===== src/rtl/mem_access_stage.sv =====
// MEM pipeline stage with MEM/WB register: drives a req/ack data-memory port, resolves
// branches, stalls upstream while an access is outstanding and aborts it after TIMEOUT cycles.
module mem_access_stage #(
  parameter int unsigned TIMEOUT = 16
) (
  input  logic        clk,
  input  logic        reset,
  input  logic [31:0] EX_MEM_PC,
  input  logic        EX_MEM_mem_to_reg,
  input  logic        EX_MEM_reg_write,
  input  logic        EX_MEM_mem_read,
  input  logic        EX_MEM_mem_write,
  input  logic        EX_MEM_branch,
  input  logic        EX_MEM_zero,
  input  logic [4:0]  EX_MEM_rt,
  input  logic [31:0] EX_MEM_data_out2,
  input  logic [31:0] EX_MEM_ALU,
  output logic        dmem_req,
  output logic        dmem_we,
  output logic [31:0] dmem_addr,
  output logic [31:0] dmem_wdata,
  input  logic [31:0] dmem_rdata,
  input  logic        dmem_ack,
  output logic        pc_src,
  output logic [31:0] branch_target,
  output logic        mem_stall,
  output logic        MEM_WB_mem_to_reg,
  output logic        MEM_WB_reg_write,
  output logic [4:0]  MEM_WB_rt,
  output logic [31:0] MEM_WB_read_data,
  output logic [31:0] MEM_WB_ALU,
  output logic        mem_error
);

  localparam int unsigned CntW = (TIMEOUT > 1) ? $clog2(TIMEOUT) : 1;
  localparam logic [CntW-1:0] CntLast = CntW'(TIMEOUT - 1);

  typedef enum logic {StIdle, StWait} state_e;

  state_e          state_q, state_d;
  logic [CntW-1:0] cnt_q, cnt_d;
  logic            mem_to_reg_q, mem_to_reg_d;
  logic            reg_write_q, reg_write_d;
  logic [4:0]      rt_q, rt_d;
  logic [31:0]     read_data_q, read_data_d;
  logic [31:0]     alu_q, alu_d;
  logic            mem_error_q, mem_error_d;

  logic        op;
  logic        capture;
  logic [31:0] rdata_sel;

  assign op            = EX_MEM_mem_read | EX_MEM_mem_write;
  assign pc_src        = EX_MEM_branch & EX_MEM_zero;
  assign branch_target = EX_MEM_PC;
  assign dmem_req      = (state_q == StWait);
  assign dmem_we       = EX_MEM_mem_write;
  assign dmem_addr     = EX_MEM_ALU;
  assign dmem_wdata    = EX_MEM_data_out2;

  always_comb begin
    state_d     = state_q;
    cnt_d       = cnt_q;
    capture     = 1'b0;
    rdata_sel   = '0;
    mem_error_d = mem_error_q;
    mem_stall   = 1'b0;
    unique case (state_q)
      StIdle: begin
        if (op) begin
          mem_stall = 1'b1;
          state_d   = StWait;
          cnt_d     = '0;
        end else begin
          capture = 1'b1;
        end
      end
      StWait: begin
        if (dmem_ack) begin
          capture   = 1'b1;
          // A combined read+write is treated as a write: no data returned.
          rdata_sel = EX_MEM_mem_write ? 32'h0 : dmem_rdata;
          state_d   = StIdle;
        end else if (cnt_q == CntLast) begin
          capture     = 1'b1;
          mem_error_d = 1'b1;
          state_d     = StIdle;
        end else begin
          mem_stall = 1'b1;
          cnt_d     = cnt_q + 1'b1;
        end
      end
      default: state_d = StIdle;
    endcase

    // Anything not captured is a bubble, fully zeroed.
    mem_to_reg_d = capture ? EX_MEM_mem_to_reg : 1'b0;
    reg_write_d  = capture ? EX_MEM_reg_write : 1'b0;
    rt_d         = capture ? EX_MEM_rt : 5'd0;
    alu_d        = capture ? EX_MEM_ALU : 32'h0;
    read_data_d  = rdata_sel;
  end

  always_ff @(posedge clk) begin
    if (reset) begin
      state_q      <= StIdle;
      cnt_q        <= '0;
      mem_to_reg_q <= 1'b0;
      reg_write_q  <= 1'b0;
      rt_q         <= 5'd0;
      read_data_q  <= 32'h0;
      alu_q        <= 32'h0;
      mem_error_q  <= 1'b0;
    end else begin
      state_q      <= state_d;
      cnt_q        <= cnt_d;
      mem_to_reg_q <= mem_to_reg_d;
      reg_write_q  <= reg_write_d;
      rt_q         <= rt_d;
      read_data_q  <= read_data_d;
      alu_q        <= alu_d;
      mem_error_q  <= mem_error_d;
    end
  end

  assign MEM_WB_mem_to_reg = mem_to_reg_q;
  assign MEM_WB_reg_write  = reg_write_q;
  assign MEM_WB_rt         = rt_q;
  assign MEM_WB_read_data  = read_data_q;
  assign MEM_WB_ALU        = alu_q;
  assign mem_error         = mem_error_q;

endmodule

===== config.mk =====
export PLATFORM = sky130hd
export DESIGN_NAME = mem_access_stage
export DESIGN_NICKNAME = d
export VERILOG_FILES = /design/src/rtl/mem_access_stage.sv
export SDC_FILE = /design/constraint.sdc
export NUM_CORES = 1
export LEC_CHECK = 0
export CORE_AREA = 4 4 120 122
export DETAILED_ROUTE_END_ITERATION = 7
export DIE_AREA = 0 0 124 126
export GPL_ROUTABILITY_DRIVEN = 0
export PLACE_DENSITY = 0.68
export SLEW_MARGIN = 20
export SYNTH_ARGS = -nofsm -noshare
export SYNTH_HDL_FRONTEND = slang
export SYNTH_SLANG_ARGS = --single-unit

===== constraint.sdc =====
create_clock -name clk -period 1.6 [get_ports clk]
set_input_delay 0.16 -clock clk [delete_from_list [all_inputs] [get_ports clk]]
set_output_delay 0.16 -clock clk [all_outputs]
set_load 0.005 [all_outputs]

* Word level (Yosys, flattened, before mapping)
Index checks and enable logic that the tools add are counted.
** Word-level totals
- Register bits after elaboration :: 77
- Bits in latches :: 0
- Bits in writable memories :: 0
- Bits in read-only memories :: 0
- Input bits :: 142
- Output and inout port bits :: 172
- Word-level logic and storage cells :: 34
- Memories kept :: 0
** Operators by class
- $add $sub $neg :: 1
- $mul :: 0
- Divide/modulo/power cells :: 0
- $lt $le $gt $ge :: 0
- Eq/ne operators :: 4
- Shifts and indexed selects :: 0
- Multiplexer cells :: 12
- Bitwise logic cells :: 5
- Reduce and logical (&&, ||, !) cells :: 4
** Operators by type and width (count)
- $mux 4 :: 3
- $pmux 4 s2 :: 1
- $mux 1 :: 6
- $ne 2x2->1 const B :: 3
- $reduce_and 3->1 :: 2
- $add 4x1->4 const B :: 1
- $eq 4x4->1 const B :: 1
- $pmux 1 s2 :: 2
- $reduce_or 4->1 :: 1
- $not 1->1 :: 3
- $reduce_or 2->1 :: 1
- $and 1x1->1 :: 1
- $or 1x1->1 :: 1

* Logic depth before layout (Yosys ltp)
Gate-level depths: netlist of the first run.
- Depth in word-level cells :: 6
- Depth in mapped cells :: 6
- Depth with buffers taken out :: 4

* Worst setup path after synthesis of the first run
OpenSTA, ideal clock, no wires.
- Path type :: reg2reg
- From :: register cnt_q[0]
- To :: register alu_q[21], in the netlist MEM_WB_ALU[21]
- Library setup time :: 59 ps
- Arrival time :: 1308 ps
- Data required time :: 1541 ps
- Path slack :: 233 ps
- Cell stages (with the launch flop) :: 7
- Buffers on the path :: 2
- Period minus slack after synthesis :: 1367 ps
- Cell sequence :: dfxtp_1 > ha_1 > nand3_1 > a211oi_4 > buf_6 > buf_6 > and2_1
** On the way
- Cells in the longest elaborated chain, start to end :: 6
** RTL lines
- start, declared :: RTL line 41 : logic [CntW-1:0] cnt_q, cnt_d;
- start signal, assigned :: RTL line 116 : cnt_q <= cnt_d;
- $eq 4x4->1 :: RTL line 84 : end else if (cnt_q == CntLast) begin
- $mux 1 :: RTL line 84
- $mux 1 :: RTL line 79 : if (dmem_ack) begin
- $pmux 1 s2 :: RTL line 68 : unique case (state_q)
- $not 1->1 (no source line)
- $reduce_or 2->1 (no source line)
- end signal, assigned :: RTL line 121 : alu_q <= alu_d;
- end, declared :: RTL line 46 : logic [31:0] alu_q, alu_d;
No other way between the ends.
A chain may end at the register's enable or synchronous reset.

* Final worst setup path of the first run
- From :: register cnt_q[0]
- To :: output port mem_stall
** On the way
- Cells in the longest elaborated chain, start to end :: 4
** RTL lines
- $eq 4x4->1 :: RTL line 84
- $mux 1 :: RTL line 84
- $mux 1 :: RTL line 79
- $pmux 1 s2 :: RTL line 68
- end, declared :: RTL line 26 : output logic mem_stall,
No other way between the ends.

==> results by group, run 1 <==
Floorplanning
  • DIE HEIGHT: 126 µm
  • Core ar.: 13200 µm²
  • IO Pins: between 300 and 400
  • # rows: 42
  • DIE WIDTH: 124 µm
  • Initial Util: 22.6%
  • Die ar.: 15600 µm²

Detailed routing
  • Per-cell routed wire length: 15.8 µm
  • Drt first-iter violations: 52
  • Routed via count: 2093
  • Drt drc: 0
  • Total wire length: 8950 µm
  • Via density: 3.70
  • DRT Pass-1 Iters: 4
  • Final ANT Viol Nets: 0

Placed design
  • IO buf count: 185
  • Placement Cell Area: 4360 µm²
  • Dpl cells: around 550
  • Pre-CTS WS: -0.104 ns
  • Post-DP HPWL: 7300 µm

Timing
  • Max-slew violation count: 0
  • Slew HR: 66.2%
  • Fin crit share: 93.4%
  • Worst-margin pin slew: 0.507 ns
  • Fin worst setup slack: 0.106 ns
  • Final Hold Viols: 0
  • Achievable frequency: 669 MHz
  • Fin crit period: 1.49 ns
  • Clock Skew: 0.00452 ns
  • Final setup fails: 0
  • RSZ-0062 raised after global routing: false

Finish
  • Most common cell after layout, fill and taps aside: clkdlybuf4s50_1
  • Fillers: 1251
  • Layout area overhead: 58.6%
  • Fraction of layout cells with a size suffix above 1: 9.74%
  • Antenna Cells: 0
  • Final nets: 528
  • Commonest cells after routing, fill and taps aside: clkdlybuf4s50_1 (184), dfxtp_1 (75), and2_1 (72)
  • Register area: 1550 µm²
  • Non-filler cells, final: 566
  • Post-route cell area: around 4700 µm²
  • Footprint of the multi-input gates: 682 µm²

Worst hold path
  • Hold Crit Start: EX_MEM_PC[19]
  • Hold Path Stages: 0
  • Hold Path Class: in2out
  • Hold EP: branch_target[19]

Setup path
  • Max Fanout on Critical Path: 3
  • Crit-path max cell delay: 0.36 ns
  • R2R depth: 6
  • Cell Chain, Critical Path: ha_4 -> nand3_2 -> a21oi_2 -> inv_1 -> clkdlybuf4s15_1
  • Crit path DAT: 1.33 ns
  • Critical Path Start: cnt_q[0]
  • Slowest CP cell: dfxtp_4
  • CP required: 1.44 ns
  • R2R Path End: MEM_WB_ALU[4]
  • RR Startpoint: cnt_q[0]
  • Startpoint class of the critical path: register
  • FF-to-FF setup slack: 0.18 ns
  • Endpoint type of the worst setup path: output pin
  • Critical path class: reg2out

Yosys
  • Syn_nets: 426
  • Cell count after synthesis: 283
  • YS warnings: 0
  • Avg Cell Area, Syn: between 10 and 15 µm²
  • Synth Register Bits: 77
  • Mapped Area: 2990 µm²
  • Netlist cell types: 27
  • Post-synthesis sequential area ratio: 51.6%

Pwr
  • P per Cell Area: 1010 nW/µm²
  • Peak supply drop: ~0.43 mV
  • Lkg Pwr: 1.82 nW
  • Post-layout total power: 4.77 mW

Clocking
  • CTS clock-pin slew for the worst setup and hold paths: 0.05 ns
  • H-tree Lvls: 3
  • Clock Latency Late Sink: 0.33 ns
  • Worst-case clock buffer depth: 2
  • TritonCTS clock tree: yes
  • CTS root buffer: clkbuf_16
  • CTS Buf Count: 9
  • Sink Count: 77
  • # hold bufs at CTS: 0

Run
  • Max cap viols: 0

GRT
  • Grt ovf: 0
  • All-layer global routing usage: 10.7%
  • Global-route wire length before repair: 12300 µm
  • Largest net degree at the start of global routing: 40
  • Initial antenna violation count: 0
  • Vias in the first global route: 2094

Outcome
  • Status: completed
## worst max-delay path: cells and delay by family, from the launching register on
| family | cells | cell delay (ns) |
|---|---|---|
| buffers and inverters | 2 | 0.26 |
| adder cells (fa/ha/maj) | 1 | 0.15 |
| flip-flops | 1 | 0.36 |
| AO/OA/AOI/OAI | 1 | 0.16 |
| AND/OR/NAND/NOR | 1 | 0.09 |
## stage by stage
step	setup TNS, ns	util [%]	hold WS, ns
finish	0	35.9	0.320
global route	0	35.9	0.320
CTS	0	35.9	0.320
detailed placement	-5.26	33.1	0.320
global placement	-3.57	33.1	0.320
floorplan	0	-	0.282
## cell usage after synthesis
cell type | n | area share, %
o21bai_1 | 1 | 0.25
or2b_1 | 1 | 0.25
buf_4 | 97 | 24
nand4_1 | 1 | 0.21
and4bb_2 | 1 | 0.42
and2b_4 | 1 | 0.34
clkbuf_1 | 3 | 0.38
nor4_1 | 1 | 0.21
a21oi_1 | 3 | 0.50
buf_6 | 2 | 0.75
a31o_2 | 1 | 0.29
mux2_2 | 1 | 0.38
and3_1 | 1 | 0.21
buf_2 | 1 | 0.17
nor2_1 | 3 | 0.38
a31oi_1 | 1 | 0.21
clkbuf_2 | 2 | 0.34
o21ba_4 | 1 | 0.54
inv_1 | 2 | 0.25
o211ai_1 | 2 | 0.50
or4b_1 | 1 | 0.34
dfxtp_1 | 77 | 52
nor3b_1 | 1 | 0.25
nand3_1 | 4 | 0.67
ha_1 | 1 | 0.42
a211oi_4 | 1 | 0.67
and2_1 | 72 | 15
## worst max path at each step
| stage | slack [ns] | end |
|---|---|---|
| 2_1_floorplan | 0.23 | MEM_WB_ALU[21] |
| 3_3_place_gp | -0.07 | MEM_WB_read_data[13] |
| 3_5_place_dp | -0.10 | MEM_WB_read_data[7] |
| 4_1_cts | 0.02 | mem_stall |
| 5_1_grt | 0.02 | mem_stall |
| 6_report | 0.11 | mem_stall |
## cell type report
| type | count | area share [%] |
|---|---|---|
| multi-input cells | 99 | 14.4 |
| repair buffers | 196 | 41.1 |
| well taps | 176 | 4.65 |
| flip-flops and latches | 77 | 32.6 |
| clock buffers | 11 | 5.34 |
| clock inverters | 5 | 1.72 |
| inverters | 2 | 0.158 |
## metal layers
metal	global-route usage, %	vias to the layer above	share of wire [%]
met5	0	-	0
met4	6.57	0	3.6
met3	4.22	41	13
met2	20.2	151	54
met1	9.13	912	30
li1	-	989	-
## repair_timing
item,in CTS,in global routing
pin swaps,1,1
buffers inserted,2,0
setup endpoints to repair,1,1
gates resized for setup,7,2
## cells by family (layout without fill, tap and decap cells)
| kind of cell | after synthesis | count (layout) | share of synthesized area (%) |
|---|---|---|---|
| buffers and inverters | 107 | 214 | 26.3 |
| and+or+nand+nor | 87 | 87 | 18.3 |
| DFF | 77 | 77 | 51.6 |
| AOI/OAI and AO/OA | 10 | 10 | 2.97 |
| adders and majority gates | 1 | 1 | 0.419 |
| muxes | 1 | 1 | 0.377 |
## power by group
| group | internal, mW | switching, mW |
|---|---|---|
| sequential | 1.98 | 0.0194 |
| combinational | 0.411 | 0.155 |
| clock | 1.45 | 0.751 |
| total | 3.85 | 0.925 |
Note: power is estimated with default switching activity, not from simulation.
==> run 2: changes to the inputs <==
Settings changed: CTS_CLUSTER_DIAMETER set to 150, PLACE_DENSITY 0.68 to 0.66.
==> results by group, run 2 (same netlist as run 1, synthesis figures left out) <==
Clocking
  • TritonCTS clock tree: yes
  • Sink Count: 77 (unchanged)
  • Worst-case clock buffer depth: 2 (unchanged)
  • H-tree Lvls: 3 (unchanged)
  • CTS Buf Count: 9 (unchanged)
  • CTS root buffer: clkbuf_16
  • # hold bufs at CTS: 0 (unchanged)
  • Clock Latency Late Sink: 0.32 ns (about the same)

Placed design
  • Post-DP HPWL: 7440 µm (+2.0%)
  • Dpl cells: 549 (+0.18%)
  • IO buf count: 185 (unchanged)
  • Placement Cell Area: 4370 µm² (+0.17%)
  • Pre-CTS WS: -0.187 ns (-0.0824 ns)

Timing
  • Clock Skew: 0.00658 ns (+0.00206 ns)
  • Fin worst setup slack: 0.161 ns (+0.0547 ns)
  • Final setup fails: 0 (unchanged)
  • RSZ-0062 raised after global routing: false
  • Fin crit period: 1.44 ns (-0.0547 ns)
  • Worst-margin pin slew: 0.507 ns (+0.000121 ns)
  • Max-slew violation count: 0 (unchanged)
  • Final Hold Viols: 0 (unchanged)
  • Achievable frequency: 695 MHz (+3.8%)
  • Fin crit share: 90.0% (-3.4 points)
  • Slew HR: 66.2% (about the same)

Finish
  • Final nets: 529 (+0.19%)
  • Footprint of the multi-input gates: 697 µm² (+2.2%)
  • Commonest cells after routing, fill and taps aside: clkdlybuf4s50_1 (184), dfxtp_1 (75), and2_1 (72)
  • Post-route cell area: 4740 µm² (about the same)
  • Fillers: 1303 (+4.2%)
  • Layout area overhead: 58.7% (about the same)
  • Fraction of layout cells with a size suffix above 1: 9.97% (+0.23 points)
  • Non-filler cells, final: 567 (+0.18%)
  • Antenna Cells: 0 (unchanged)
  • Register area: 1540 µm² (-0.16%)
  • Most common cell after layout, fill and taps aside: clkdlybuf4s50_1

Floorplanning
  • Die ar.: 15600 µm² (unchanged)
  • Initial Util: 22.6% (unchanged)
  • Core ar.: 13200 µm² (unchanged)
  • IO Pins: 314 (unchanged)
  • # rows: 42 (unchanged)
  • DIE WIDTH: 124 µm (unchanged)
  • DIE HEIGHT: 126 µm (unchanged)

Detailed routing
  • Drt first-iter violations: 68 (+31%)
  • Final ANT Viol Nets: 0 (unchanged)
  • Via density: 3.73 (+0.87%)
  • Routed via count: 2115 (+1.1%)
  • Total wire length: 9250 µm (+3.4%)
  • Per-cell routed wire length: 16.3 µm (+3.2%)
  • DRT Pass-1 Iters: 4 (unchanged)
  • Drt drc: 0 (unchanged)

Pwr
  • Peak supply drop: 0.558 mV (+29%)
  • Post-layout total power: 4.76 mW (-0.14%)
  • P_sw: 0.990 mW (+7.0%)
  • P_int: 3.77 mW (-1.9%)
  • Comb power frac: 11.9% (about the same)
  • Clock Power Share: 46.1% (about the same)
  • P per Cell Area: 1000 nW/µm² (-0.22%)
  • Reg power frac: 42.0% (about the same)
  • Lkg Pwr: 1.82 nW (-0.12%)
  • Net Sw Frac: 20.8% (+1.4 points)

Setup path
  • Max Fanout on Critical Path: 3 (unchanged)
  • FF-to-FF setup slack: 0.17 ns (about the same)
  • R2R Path End: MEM_WB_ALU[19]
  • R2R depth: 6 (unchanged)
  • CP required: 1.44 ns (about the same)
  • Endpoint type of the worst setup path: output pin
  • Startpoint class of the critical path: primary input
  • Crit path DAT: 1.28 ns (-0.05 ns)
  • Critical path class: in2out
  • RR Startpoint: cnt_q[0]

Worst hold path
  • Hold Path Class: in2out
  • Hold EP: branch_target[16]
  • Hold Crit Start: EX_MEM_PC[16]
  • Hold Path Stages: 0 (unchanged)

GRT
  • Vias in the first global route: 2222 (+6.1%)
  • Global-route wire length before repair: 13000 µm (+5.7%)
  • All-layer global routing usage: 11.3% (+0.56 points)
  • Initial antenna violation count: 0 (unchanged)
  • Largest net degree at the start of global routing: 40 (unchanged)
  • Grt ovf: 0 (unchanged)

Outcome
  • Status: completed

Run
  • Max cap viols: 0 (unchanged)
## run 2: cell types whose count changed in the layout (fill, tap and decap cells not counted)
cell             previous run  this run
clkbuf_8                    2         0
a21oi_2                     1         0
a21oi_4                     0         1
buf_4                      10        11
clkbuf_1                    0         1
clkbuf_2                    0         1
clkdlybuf4s15_1             1         0
clkinv_2                    1         0
clkinv_4                    0         1
dfxtp_2                     1         2
dfxtp_4                     1         0
inv_6                       1         2
nand3_2                     1         0
nand3_4                     0         1
## run 2: routing by layer
layer | up-vias | global-route usage [%] | routed length, µm
met5 | - | 0 | 0
met4 | 0 | 5.22 | 270
met3 | 32 | 5.92 | 1360
met2 | 151 | 21.8 | 5100
met1 | 940 | 8.99 | 2520
li1 | 992 | - | -
## run 2: power groups by stage
stage	combinational (mW)	sequential (mW)	clock, mW
5_1_grt	0.612	2.01	2.37
6_report	0.566	2.00	2.20
3_3_place_gp	0.565	2.04	0
2_1_floorplan	0.292	2.05	0
3_5_place_dp	0.570	2.04	0
4_1_cts	0.574	2.00	2.27
## run 2: cell type report
class,count,share of cell area [%]
Clock buffer,10,4.83
Clock inverter,6,1.98
Inverter,2,0.158
Multi-Input combinational cell,99,14.7
Sequential cell,77,32.6
Tap cell,176,4.65
Timing Repair Buffer,197,41.1
## run 2: what timing repair did
action	in CTS	in global routing
gates resized for setup	8	3
endpoints found under the setup margin	1	1
gates cloned	0	0
setup buffers	2	0
pin swaps	2	2
## run 2: worst max-delay path by stage
stage,start,endpoint,slack [ns],cells past startpoint
global route,dmem_req,dmem_req,0.09,1
finish,EX_MEM_mem_write,dmem_we,0.16,3
global placement,dmem_ack,mem_stall,-0.19,5
detailed placement,dmem_ack,mem_stall,-0.19,5
CTS,cnt_q[1],mem_stall,0.01,5
floorplan,cnt_q[0],MEM_WB_ALU[21],0.23,6
## run 2: critical path: stages
cell	delay [ns]
clkdlybuf4s50_1	0.49
buf_4	0.13
clkdlybuf4s50_1	0.50
## run 2: metrics by stage
step | util (%) | hold WS, ns | setup TNS (ns)
5_1_grt | 35.9 | 0.320 | 0
3_3_place_gp | 33.1 | 0.320 | -3.30
3_5_place_dp | 33.1 | 0.320 | -5.51
4_1_cts | 35.9 | 0.320 | 0
2_1_floorplan | - | 0.282 | 0
6_report | 35.9 | 0.320 | 0
==> run 3: changes to the inputs <==
Settings changed: CTS_BUF_LIST set to sky130_fd_sc_hd__clkbuf_8, TNS_END_PERCENT set to 30.
==> results by group, run 3 (same netlist as run 1, synthesis figures left out) <==
Outcome
  • Status: completed

Timing
  • Final Hold Viols: 0 (unchanged)
  • Slew HR: 64.7% (-1.4 points)
  • RSZ-0062 raised after global routing: false
  • Final setup fails: 0 (unchanged)
  • Worst-margin pin slew: 0.529 ns (+0.0215 ns)
  • Min Hold Slack: 0.320 ns (unchanged)
  • Fin crit share: 93.0% (+3.1 points)
  • Max-slew violation count: 0 (unchanged)
  • Fin crit period: 1.49 ns (+0.0489 ns)
  • Clock Skew: 0.0121 ns (+0.00556 ns)
  • Achievable frequency: 672 MHz (-3.3%)

Clocking
  • Sink Count: 77 (unchanged)
  • Clock Latency Late Sink: 0.34 ns (+0.02 ns)
  • # hold bufs at CTS: 0 (unchanged)
  • CTS Buf Count: 9 (unchanged)
  • TritonCTS clock tree: yes
  • CTS clock-pin slew for the worst setup and hold paths: 0.09 ns
  • H-tree Lvls: 3 (unchanged)
  • CTS root buffer: clkbuf_8
  • Worst-case clock buffer depth: 2 (unchanged)

Detailed routing
  • Total wire length: 9190 µm (-0.64%)
  • Routed via count: 2112 (-0.14%)
  • DRT Pass-1 Iters: 3 (-1)
  • Drt drc: 0 (unchanged)
  • Final ANT Viol Nets: 0 (unchanged)
  • Drt first-iter violations: 71 (+4.4%)
  • Per-cell routed wire length: 16.2 µm (-0.46%)
  • Via density: 3.73 (about the same)

Pwr
  • Post-layout total power: 4.20 mW (-12%)
  • Lkg Pwr: 1.77 nW (-2.6%)
  • P per Cell Area: 908 nW/µm² (-9.6%)
  • Peak supply drop: 0.448 mV (-20%)

Finish
  • Final nets: 528 (-0.19%)
  • Most common cell after layout, fill and taps aside: clkdlybuf4s50_1
  • Final Util: 35.1% (-0.88 points)
  • Post-route cell area: 4620 µm² (-2.5%)
  • Commonest cells after routing, fill and taps aside: clkdlybuf4s50_1 (184), dfxtp_1 (75), and2_1 (72)
  • Antenna Cells: 0 (unchanged)
  • Fraction of layout cells with a size suffix above 1: 9.74% (-0.23 points)
  • Layout area overhead: 54.8%

GRT
  • Grt met1 use: 8.96% (-0.028 points)
  • Initial antenna violation count: 0 (unchanged)
  • All-layer global routing usage: 11.2% (-0.028 points)
  • Global-route wire length before repair: 12900 µm (-0.95%)
  • Met3 Usage GRT: 6.46% (+0.54 points)
  • Vias in the first global route: 2203 (-0.86%)
  • Busiest layer in global routing: met2
  • GR Layer Usage met2: 21.3% (-0.45 points)
  • Largest net degree at the start of global routing: 40 (unchanged)
  • Grt ovf: 0 (unchanged)

Placed design
  • Placement Cell Area: 4370 µm² (unchanged)
  • Post-DP HPWL: 7440 µm (unchanged)
  • IO buf count: 185 (unchanged)

Floorplanning
  • Core ar.: 13200 µm² (unchanged)
  • DIE WIDTH: 124 µm (unchanged)
  • # rows: 42 (unchanged)
  • DIE HEIGHT: 126 µm (unchanged)
  • IO Pins: 314 (unchanged)
  • Die ar.: 15600 µm² (unchanged)
  • Initial Util: 22.6% (unchanged)

Setup path
  • Slowest CP cell: dfxtp_2
  • Endpoint type of the worst setup path: output pin
  • Critical path class: reg2out
  • Startpoint class of the critical path: register
  • Crit-path max cell delay: 0.36 ns (-0.14 ns)
  • Max Fanout on Critical Path: 3 (unchanged)
  • Cell Chain, Critical Path: ha_4 -> nand3_2 -> a21oi_4 -> inv_1 -> buf_2
  • Crit path DAT: 1.33 ns (+0.05 ns)
  • CP required: 1.44 ns (about the same)

Run
  • Max cap viols: 0 (unchanged)

Worst hold path
  • Hold Path Class: in2out
-- run 3: changes by cell type in the layout (fill, tap and decap cells not counted), sizes merged --
| cell | before | now |
|---|---|---|
| clkbuf | 11 | 9 |
| inv | 4 | 5 |
-- run 3: layout make-up --
cell class              count  area [µm²]
inverters                   2        7.51
flip-flops and latches     77        1540
clock buffers               9         124
clock inverters             7        97.6
repair buffers            196        1940
fillers                  1311        8570
well taps                 176         220
multi-input cells          99         689
-- run 3: critical path: cells and delay by family (launching register included) --
kind                     cells  cell delay, ns
buffers and inverters        2            0.18
AO/OA/AOI/OAI                1            0.17
flip-flops                   1            0.36
AND/OR/NAND/NOR              1            0.12
adder cells (fa/ha/maj)      1            0.15
-- run 3: final timing paths --
kind | from | endpoint | slack (ns) | depth (start not counted)
worst max-delay path | cnt_q[1] | mem_stall | 0.11 | 5
worst min-delay path | EX_MEM_PC[16] | branch_target[16] | 0.32 | 0
worst max register to register | cnt_q[1] | MEM_WB_ALU[19] | 0.13 | 6
worst min register to register | mem_error | mem_error | 0.52 | 2
-- run 3: what timing repair did --
item	in CTS	in global routing
buffers inserted	1	0
setup endpoints to repair	1	1
pin swaps	2	1
gates resized for setup	10	1
cloned	0	0
-- run 3: report_power, final --
part / switching, mW / internal, mW / total, mW / leakage, nW
Sequential: 0.0199 / 1.98 / 2.00 / 0.627
Clock: 0.748 / 0.887 / 1.63 / 0.112
Combinational: 0.155 / 0.411 / 0.566 / 1.03
-- run 3: stage by stage --
step	setup TNS [ns]	std cells	setup WS (ns)
global route	0	566	0.0191
CTS	0	566	0.0661
floorplan	0	283	0.233
detailed placement	-5.51	549	-0.187
global placement	-3.30	549	-0.191
finish	0	566	0.112
-- run 3: layer usage --
metal  vias up  share of wire [%]
li1        986                  -
met1       943                 28
met2       150                 55
met3        33                 15
met4         0                2.9
met5         -                  0
